## config.mk

```make
export PLATFORM = sky130hd
export DESIGN_NAME = hls_slave_mem_loader
export DESIGN_NICKNAME = d
export VERILOG_FILES = /design/src/rtl/hls_loader_pkg.sv /design/src/rtl/hls_slave_req_port.sv /design/src/rtl/hls_slave_mem_loader.sv
export SDC_FILE = /design/constraint.sdc
export NUM_CORES = 1
export LEC_CHECK = 0
export CAP_MARGIN = 20
export CORE_AREA = 4 4 158 160
export CTS_BUF_LIST = sky130_fd_sc_hd__clkbuf_16
export CTS_CLUSTER_DIAMETER = 60
export CTS_CLUSTER_SIZE = 40
export DETAILED_ROUTE_END_ITERATION = 8
export DIE_AREA = 0 0 162 164
export MAX_ROUTING_LAYER = met4
export PLACE_DENSITY = 0.65
export SLEW_MARGIN = 10
export SYNTH_ARGS = -nofsm -noshare
export SYNTH_HDL_FRONTEND = slang
export SYNTH_SLANG_ARGS = --single-unit
```

## constraint.sdc

```tcl
create_clock -name clock -period 2.2 [get_ports clock]
set_clock_uncertainty 0.05 [all_clocks]
set_input_delay 0.44 -clock clock [delete_from_list [all_inputs] [get_ports clock]]
set_output_delay 0.44 -clock clock [all_outputs]
set_load 0.02 [all_outputs]
```

## src/rtl/hls_loader_pkg.sv

```systemverilog
// Shared types and helpers for the Bambu slave-memory loader.
// Defines the loader state enum, the default word width and the channel-0 strobe packer.
package hls_loader_pkg;

    typedef enum logic [3:0] {
        ST_IDLE,
        ST_LOAD,
        ST_WR_WAIT,
        ST_START,
        ST_RUN,
        ST_RD_REQ,
        ST_RD_WAIT,
        ST_RD_OUT,
        ST_DONE
    } loader_state_t;

    localparam int LOADER_WORD_W = 32;

    // Channel 1 of the slave port is never used; only channel 0 carries requests.
    function automatic logic [1:0] ch0_strobe(input logic en);
        return {1'b0, en};
    endfunction

endpackage

```

## src/rtl/hls_slave_req_port.sv

```systemverilog
// Single-outstanding slave request register: holds oe/we/addr/data until DataRdy,
// then drops the strobe and keeps the captured read word.
module hls_slave_req_port
    import hls_loader_pkg::*;
#(
    parameter int ADDR_W = 10,
    parameter int DATA_W = 64,
    parameter int WORD_W = LOADER_WORD_W
) (
    input  logic              clock,
    input  logic              reset,
    input  logic              issue,
    input  logic              is_write,
    input  logic [ADDR_W-1:0] req_addr,
    input  logic [WORD_W-1:0] req_data,
    input  logic              data_rdy,
    input  logic [DATA_W-1:0] rdata,
    output logic              oe,
    output logic              we,
    output logic [ADDR_W-1:0] addr,
    output logic [WORD_W-1:0] wdata,
    output logic              ack,
    output logic [WORD_W-1:0] rd_word
);

    logic pending;

    // DataRdy only counts while a request is outstanding.
    assign ack = pending & data_rdy;

    always_ff @(posedge clock or negedge reset) begin
        if (!reset) begin
            pending <= 1'b0;
            oe      <= 1'b0;
            we      <= 1'b0;
            addr    <= '0;
            wdata   <= '0;
            rd_word <= '0;
        end else if (pending) begin
            if (data_rdy) begin
                pending <= 1'b0;
                oe      <= 1'b0;
                we      <= 1'b0;
                if (oe)
                    rd_word <= rdata[WORD_W-1:0];
            end
        end else if (issue) begin
            pending <= 1'b1;
            we      <= is_write;
            oe      <= ~is_write;
            addr    <= req_addr;
            wdata   <= req_data;
        end
    end

    logic unused_rdata;
    assign unused_rdata = &{1'b0, rdata[DATA_W-1:WORD_W]};

endmodule

```

## src/rtl/hls_slave_mem_loader.sv

```systemverilog
// Host-side loader for a Bambu accelerator slave port: writes words, pulses start, times the run.
// Define LOADER_READBACK_EN to also read RD_WORDS result words back and stream them on rsp_*.
module hls_slave_mem_loader
    import hls_loader_pkg::*;
#(
    parameter int ADDR_W   = 10,
    parameter int DATA_W   = 64,
    parameter int SIZE_W   = 7,
    parameter int WORD_W   = LOADER_WORD_W,
    parameter int RD_WORDS = 24,
    parameter int RD_BASE  = 0,
    parameter int TIMEOUT  = 200000000,
    parameter int CNT_W    = 32
) (
    input  logic                clock,
    input  logic                reset,
    input  logic                cmd_valid,
    output logic                cmd_ready,
    input  logic [ADDR_W-1:0]   cmd_addr,
    input  logic [WORD_W-1:0]   cmd_data,
    input  logic                cmd_last,
    output logic [1:0]          S_oe_ram,
    output logic [1:0]          S_we_ram,
    output logic [2*ADDR_W-1:0] S_addr_ram,
    output logic [2*DATA_W-1:0] S_Wdata_ram,
    output logic [2*SIZE_W-1:0] S_data_ram_size,
    input  logic [2*DATA_W-1:0] Sout_Rdata_ram,
    input  logic [1:0]          Sout_DataRdy,
    output logic                start_port,
    input  logic                done_port,
    output logic                rsp_valid,
    input  logic                rsp_ready,
    output logic [WORD_W-1:0]   rsp_data,
    output logic                busy,
    output logic [CNT_W-1:0]    run_cycles,
    output logic                timeout
);

    localparam logic [SIZE_W-1:0] SIZE_BITS = SIZE_W'(WORD_W);

    function automatic logic [CNT_W-1:0] sat_inc(input logic [CNT_W-1:0] v);
        return (&v) ? v : v + CNT_W'(1);
    endfunction

    loader_state_t     state;
    logic              last_r;
    logic              cmd_fire;
    logic              issue;
    logic [ADDR_W-1:0] req_addr;
    logic              oe0, we0, ack;
    logic [ADDR_W-1:0] addr0;
    logic [WORD_W-1:0] wdata0, rd_word;

    assign cmd_fire = cmd_valid & cmd_ready;

`ifdef LOADER_READBACK_EN
    localparam int IDX_W = $clog2(RD_WORDS + 1);
    logic [IDX_W-1:0]  idx;
    logic              rsp_valid_r;
    logic [ADDR_W-1:0] rd_addr;

    assign rd_addr  = ADDR_W'(RD_BASE + 4 * int'(idx));
    assign issue    = cmd_fire | (state == ST_RD_REQ);
    assign req_addr = cmd_fire ? cmd_addr : rd_addr;
`else
    assign issue    = cmd_fire;
    assign req_addr = cmd_addr;
`endif

    hls_slave_req_port #(
        .ADDR_W (ADDR_W),
        .DATA_W (DATA_W),
        .WORD_W (WORD_W)
    ) u_req_port (
        .clock    (clock),
        .reset    (reset),
        .issue    (issue),
        .is_write (cmd_fire),
        .req_addr (req_addr),
        .req_data (cmd_data),
        .data_rdy (Sout_DataRdy[0]),
        .rdata    (Sout_Rdata_ram[DATA_W-1:0]),
        .oe       (oe0),
        .we       (we0),
        .addr     (addr0),
        .wdata    (wdata0),
        .ack      (ack),
        .rd_word  (rd_word)
    );

    always_ff @(posedge clock or negedge reset) begin
        if (!reset) begin
            state      <= ST_IDLE;
            cmd_ready  <= 1'b0;
            last_r     <= 1'b0;
            start_port <= 1'b0;
            busy       <= 1'b0;
            run_cycles <= '0;
            timeout    <= 1'b0;
`ifdef LOADER_READBACK_EN
            idx         <= '0;
            rsp_valid_r <= 1'b0;
`endif
        end else begin
            start_port <= 1'b0;
            case (state)
                ST_IDLE, ST_LOAD: begin
                    if (cmd_fire) begin
                        last_r    <= cmd_last;
                        busy      <= 1'b1;
                        cmd_ready <= 1'b0;
                        state     <= ST_WR_WAIT;
                    end else begin
                        cmd_ready <= 1'b1;
                    end
                end
                ST_WR_WAIT: begin
                    if (ack) begin
                        if (last_r) begin
                            start_port <= 1'b1;
                            run_cycles <= CNT_W'(1);
                            state      <= ST_START;
                        end else begin
                            cmd_ready <= 1'b1;
                            state     <= ST_LOAD;
                        end
                    end
                end
                // START and RUN share the counting rule; done in the START cycle leaves run_cycles=1.
                ST_START, ST_RUN: begin
                    if (done_port) begin
`ifdef LOADER_READBACK_EN
                        idx   <= '0;
                        state <= ST_RD_REQ;
`else
                        busy  <= 1'b0;
                        state <= ST_DONE;
`endif
                    end else if (run_cycles >= CNT_W'(TIMEOUT)) begin
                        timeout <= 1'b1;
                        busy    <= 1'b0;
                        state   <= ST_DONE;
                    end else begin
                        run_cycles <= sat_inc(run_cycles);
                        state      <= ST_RUN;
                    end
                end
`ifdef LOADER_READBACK_EN
                ST_RD_REQ: state <= ST_RD_WAIT;
                ST_RD_WAIT: begin
                    if (ack) begin
                        rsp_valid_r <= 1'b1;
                        state       <= ST_RD_OUT;
                    end
                end
                ST_RD_OUT: begin
                    if (rsp_ready) begin
                        rsp_valid_r <= 1'b0;
                        if (idx == IDX_W'(RD_WORDS - 1)) begin
                            busy  <= 1'b0;
                            state <= ST_DONE;
                        end else begin
                            idx   <= idx + IDX_W'(1);
                            state <= ST_RD_REQ;
                        end
                    end
                end
`endif
                ST_DONE: begin
                    if (cmd_valid)
                        state <= ST_IDLE;
                end
                default: state <= ST_IDLE;
            endcase
        end
    end

    assign S_we_ram        = ch0_strobe(we0);
    assign S_addr_ram      = {{ADDR_W{1'b0}}, addr0};
    assign S_Wdata_ram     = {{DATA_W{1'b0}}, DATA_W'(wdata0)};
    assign S_data_ram_size = {{SIZE_W{1'b0}}, (we0 | oe0) ? SIZE_BITS : {SIZE_W{1'b0}}};

`ifdef LOADER_READBACK_EN
    assign S_oe_ram  = ch0_strobe(oe0);
    assign rsp_valid = rsp_valid_r;
    assign rsp_data  = rd_word;
    logic unused_bits;
    assign unused_bits = &{1'b0, Sout_Rdata_ram[2*DATA_W-1:DATA_W], Sout_DataRdy[1]};
`else
    assign S_oe_ram  = 2'b00;
    assign rsp_valid = 1'b0;
    assign rsp_data  = '0;
    logic unused_bits;
    assign unused_bits = &{1'b0, Sout_Rdata_ram[2*DATA_W-1:DATA_W], Sout_DataRdy[1],
                           rd_word, rsp_ready};
`endif

endmodule

```

Yosys cells after proc, flatten, opt, wreduce, memory -nomap -nowiden
Cells that the tools add are included.
Operators by class
  add/sub/neg operators: 1
  $mul: 0
  divide/modulo/power cells: 0
  magnitude comparators: 1
  equal/unequal tests: 15
  shift-type cells: 0
  muxes and demuxes: 32
  bitwise gates (word level): 6
  reductions and logical operators: 16
Operator list (count)
  32-bit two-way mux: 5
  32-bit one-hot mux with 2 select lines: 1
  32-bit by 1-bit adder with 32-bit output (second input constant): 1
  32-bit by 28-bit >= comparator with 1-bit output (second input constant): 1
  32-bit AND reduction: 1
  4-bit two-way mux: 5
  1-bit two-way mux: 16
  2-bit != test (second input constant): 8
  4-bit one-hot mux with 4 select lines: 1
  3-bit AND reduction: 4
  4-bit by 2-bit equality test with 1-bit output (second input constant): 2
  2-bit nonzero test: 4
  6-bit two-way mux: 1
  2-bit AND reduction: 3
  6-bit AND reduction: 1
  4-bit by 1-bit equality test with 1-bit output (second input constant): 1
  4-bit by 3-bit equality test with 1-bit output (second input constant): 1
  4-bit equality test (second input constant): 1
  4-bit zero test: 1
  1-bit one-hot mux with 2 select lines: 2
  2-bit OR reduction: 2
  3-bit != test (second input constant): 1
  1-bit NOT: 3
  1-bit bitwise AND: 2
  3 further kinds: 3
Word-level totals
  register bits: 86
  bits in latches: 0
  bits in writable memories: 0
  memory bits (read-only): 0
  input port bits: 178
  output and inout port bits: 235
  word-level logic and storage cells: 83
  memories: 0

Depth between registers and ports, before layout
  word-level depth: 5
  gate-level depth with buffers: 8
  gate-level depth less buffers: 7

Modules after synthesis
Synthesis repeated with hierarchy kept, for this count alone.
Unflattened totals
  cells, all modules: 572
  area, all modules: 6705.2 um^2
By module, submodules not included
  hls_slave_mem_loader: times used 1, cells each 401, area an instance 3468.3 um^2, seq. area each 1026.0 um^2
  hls_slave_req_port: times used 1, cells each 171, area an instance 3236.9 um^2, seq. area each 1926.8 um^2

Least setup slack after synthesis
OpenSTA, ideal clock, no wires.
  path type: register -> register
  start point: reg run_cycles[0]
  end point: reg run_cycles[22]
  setup time: 129 ps
  arrival time: 2236 ps
  data required time: 2021 ps
  setup slack: -214 ps
  cell stages (with the launch flop): 8
  path buffers: 2
  clock period less this slack: 2414 ps
  cells stage by stage: dfrtp_1 ha_1 nand2_1 or4_4 o41ai_4 buf_2 buf_4 o21ai_0
Between the ends
  cells in the longest elaborated chain, start to end: 5
  elaborated cells between the ends (all ways): 10
  classes of those cells: add/sub (1); order compare (1); eq/ne (2); mux (4); reduce/logical (2)
Ends and longest elaborated chain
  start: declaration: RTL line hls_slave_mem_loader.sv:35  | output logic [CNT_W-1:0] run_cycles,
  start signal: assignment: RTL line hls_slave_mem_loader.sv:144  | run_cycles <= sat_inc(run_cycles);
  32-bit by 1-bit adder with 32-bit output: RTL line hls_slave_mem_loader.sv:42  | return (&v) ? v : v + CNT_W'(1);
  32-bit two-way mux: RTL line hls_slave_mem_loader.sv:42
  32-bit two-way mux: RTL line hls_slave_mem_loader.sv:139  | end else if (run_cycles >= CNT_W'(TIMEOUT)) begin
  32-bit two-way mux: RTL line hls_slave_mem_loader.sv:131  | if (done_port) begin
  32-bit one-hot mux with 2 select lines: RTL line hls_slave_mem_loader.sv:106  | case (state)
Several ways; a longest one is shown, not always the timed one. The select of a mux whose other input is x is not followed.
A chain may end at the register's enable or synchronous reset.

Worst setup path in the final report
  start point: reg run_cycles[0]
  end point: reg run_cycles[31]
The elaborated chain is that of the path after synthesis.

==> results_dict.tcl <==
set metrics [dict create \
    startpoint_type "flip-flop" \
    fin_nets 888 \
    die_w_um 162 \
    critPathArrivalTime_ns 2.44 \
    clk_pin_slew_ns 0.08 \
    postPlaceCellArea_sq_mm 0.00678 \
    vias 4159 \
    routed_wl_um 14400 \
    root_buffer "clkbuf_16" \
    place.gp.congestion 0.842 \
    wire_per_inst_um 14.0 \
    grt_pass1_vias 3817 \
    fill_cells 2451 \
    avgSynthCellArea_sq_um 10.1 \
    drive_gt1_share_pct 22.9 \
    die_height_um 164 \
    crit_type "flip-flop to flip-flop" \
    endpoint_kind "flip-flop" \
    dp_slack_ns -0.171 \
    finalHoldViolCount 1 \
    synth.area.top_cells "dfrtp_1 41%, buf_4 23%, mux2_2 9.3%" \
    insertion_delay_ns 0.35 \
    die_area_sq_mm 0.0266 \
    hold_slack_ns -0.000189 \
    drt_iter0_drc 209 \
    cts_buffers 9 \
    p_leak_nw 3.24 \
    yosysTopAreaCellShare_pct 41.4 \
    slew_viol_final 0 \
    async_flop_share_pct 100 \
    ys_top_cells_by_count "159 x buf_4, 86 x dfrtp_1, 43 x mux2_2, 30 x o21ai_0, 24 x nand2_1" \
    reg2reg_to "run_cycles[31]" \
    p_per_area_mw_per_mm2 1060 \
    grt_overflow 0 \
    rr_startpoint "run_cycles[0]" \
    syn_to_final_growth_pct 39.6 \
    worst_slew_pin_slew_ns 0.523 \
    reg2reg_slack_ns -0.01 \
    status "finished with violations" \
    yosys.area.top_type "dfrtp_1" \
    synth_enable_flop_cells 0 \
    synth_flop_cell "dfrtp_1" \
    synth_cells 516 \
    maxCapViolations 0 \
    pin_count 413 \
    core_area_sq_mm 0.0234 \
    path_max_fanout 6 \
    htreeDepth 3 \
    rows 56 \
    fin_crit_ns 2.21 \
    grt_usage_pct 10.4 \
    antenna_found_initial 0 \
    grt_pass1_wl_um 21100 \
    worst_slack_ns -0.0120 \
    ys_types 46 \
    fin_crit_sh_pct 101 \
    first_pass_iters 4 \
    r2r_cells 8 \
    seq_area_frac_synth_pct 41.4 \
    violations "hold timing, setup timing" \
    cp.required_ns 2.43 \
    setup_viol 4 \
    max-clock-path-buffers 2 \
    post_drt_via_cell_ratio 4.03 \
    ys_warn_count 0 \
    synth-seq-cells 86 \
    tritoncts "built" \
    antenna_left 0 \
    synth.most_common_cell "buf_4" \
    grt_max_degree 46 \
    diodes 0 \
    rsz0062_at_grt "yes" \
    start_util_pct 22.2 \
    hold_class "input pin to async pin" \
    dpl.hpwl_um 10800 \
    cts_sinks 86 \
    setup_tns_ns -0.0320 \
    syn_area_sq_mm 0.00519 \
    placement.io_buffers 127 \
    final_area_sq_mm 0.00725 \
    clock.fmax_mhz 452 \
    slew_headroom_pct 65.1 \
    drc_errors 0 \
    ir_worst_vdd_v 0.000409 \
]
-- registers in the layout, indices dropped and copies added (netlist names) --
name                cells
u_req_port.pending      1
busy                    1
start_port              1
u_req_port.oe           1
u_req_port.wdata       32
cmd_ready               1
run_cycles             32
u_req_port.we           1
state                   4
u_req_port.addr        10
last_r                  1
timeout                 1
-- through the flow --
step / utilization [%] / hold slack [ns] / total power [W] / instances
6_report: 31.0 / -0.000189 / 0.00769 / 1032
5_1_grt: 31.0 / 0.0385 / 0.00814 / 1032
4_1_cts: 30.5 / 0.0142 / 0.00770 / 1028
3_5_place_dp: 29.0 / 0.404 / 0.00596 / 1012
3_3_place_gp: 29.0 / 0.400 / 0.00590 / 1012
2_1_floorplan: - / 0.0944 / 0.00451 / 670
-- worst max path at each step --
| stage | from | to | cells after the start |
|---|---|---|---|
| 2_1_floorplan | run_cycles[0] | run_cycles[12] | 8 |
| 3_3_place_gp | done_port | run_cycles[20] | 8 |
| 3_5_place_dp | run_cycles[30] | run_cycles[16] | 8 |
| 4_1_cts | run_cycles[0] | run_cycles[12] | 8 |
| 5_1_grt | run_cycles[0] | run_cycles[30] | 8 |
| 6_report | run_cycles[0] | run_cycles[31] | 8 |
-- cell families (layout without fill, tap and decap cells) --
kind of cell	count (synthesis)	after routing	share of synthesized area, %
compound gates	87	87	11.5
fa+ha+maj	2	2	0.482
buf+inv	180	223	24.5
flops	86	86	41.4
mux	45	45	9.71
other cells	1	155	0.0722
simple gates	115	115	12.3
-- routing by layer --
metal | global-route usage [%] | routed length (um) | vias up
met5 | - | 0 | -
met4 | 3.23 | 188 | 0
met3 | 3.16 | 1540 | 15
met2 | 15.7 | 6520 | 238
met1 | 13.5 | 6170 | 1989
li1 | - | - | 1917
-- area by class of cell --
cell class                      instances  area (sq um)  area share, %
Multi-Input combinational cell        404          2470           34.0
Sequential cell                        86          2160           29.8
Timing Repair Buffer                  199          1880           25.9
Tap cell                              319           399           5.50
Clock buffer                            9           225           3.10
Clock inverter                          7          91.3           1.26
Inverter                                8          30.0          0.414
-- cells in the final DEF (no fill, tap or decap), drive strengths merged, types with 2 or more instances in the layout --
| cell | Yosys | final |
|---|---|---|
| a211oi | 2 | 2 |
| nor3 | 6 | 6 |
| nand4 | 7 | 7 |
| a22o | 2 | 2 |
| and4 | 3 | 3 |
| mux2 | 43 | 43 |
| or2 | 4 | 4 |
| o31ai | 15 | 15 |
| or3 | 3 | 3 |
| nand2b | 2 | 2 |
| a41oi | 7 | 7 |
| nor2 | 11 | 11 |
| buf | 160 | 73 |
| ha | 2 | 2 |
| a21oi | 8 | 8 |
| o21ai | 30 | 30 |
| inv | 8 | 9 |
| clkdlybuf4s50 | 0 | 126 |
| nand2 | 24 | 24 |
| bufinv | 0 | 2 |
| mux2i | 2 | 2 |
| clkinvlp | 0 | 2 |
| a31oi | 12 | 12 |
| o41ai | 4 | 4 |
| and2 | 7 | 7 |
| nand3b | 3 | 3 |
| and3 | 11 | 11 |
| nor4 | 4 | 4 |
| conb | 1 | 155 |
| nand4b | 2 | 2 |
| o211ai | 2 | 2 |
| dfrtp | 86 | 86 |
| clkbuf | 12 | 9 |
| clkinv | 0 | 2 |
| nand3 | 21 | 21 |
| or4 | 5 | 5 |
-- critical path: stages, from the launching register on --
cell and delay, ns:
dfrtp_2 0.39, ha_4 0.15, nand2_4 0.05, or4_4 0.54
o41ai_4 0.35, a22o_4 0.23, buf_4 0.13, a21o_4 0.11
and2_4 0.13
-- power breakdown --
| part | internal [W] | switching (W) | leakage [nW] | total [W] |
|---|---|---|---|---|
| clock | 0.000990 | 0.000676 | 0.150 | 0.00167 |
| sequential | 0.00208 | 0.000276 | 1.07 | 0.00236 |
| combinational | 0.00176 | 0.00191 | 2.02 | 0.00367 |
| total | 0.00483 | 0.00286 | 3.24 | 0.00769 |
-- timing repair --
action                                  4_1_cts  5_1_grt
endpoints found under the setup margin       32       34
hold buffers                                  0        0
pin swaps                                     1        4
gates resized for setup                      13       37
setup buffers                                 0        5
(Power assumes the default switching activity.)
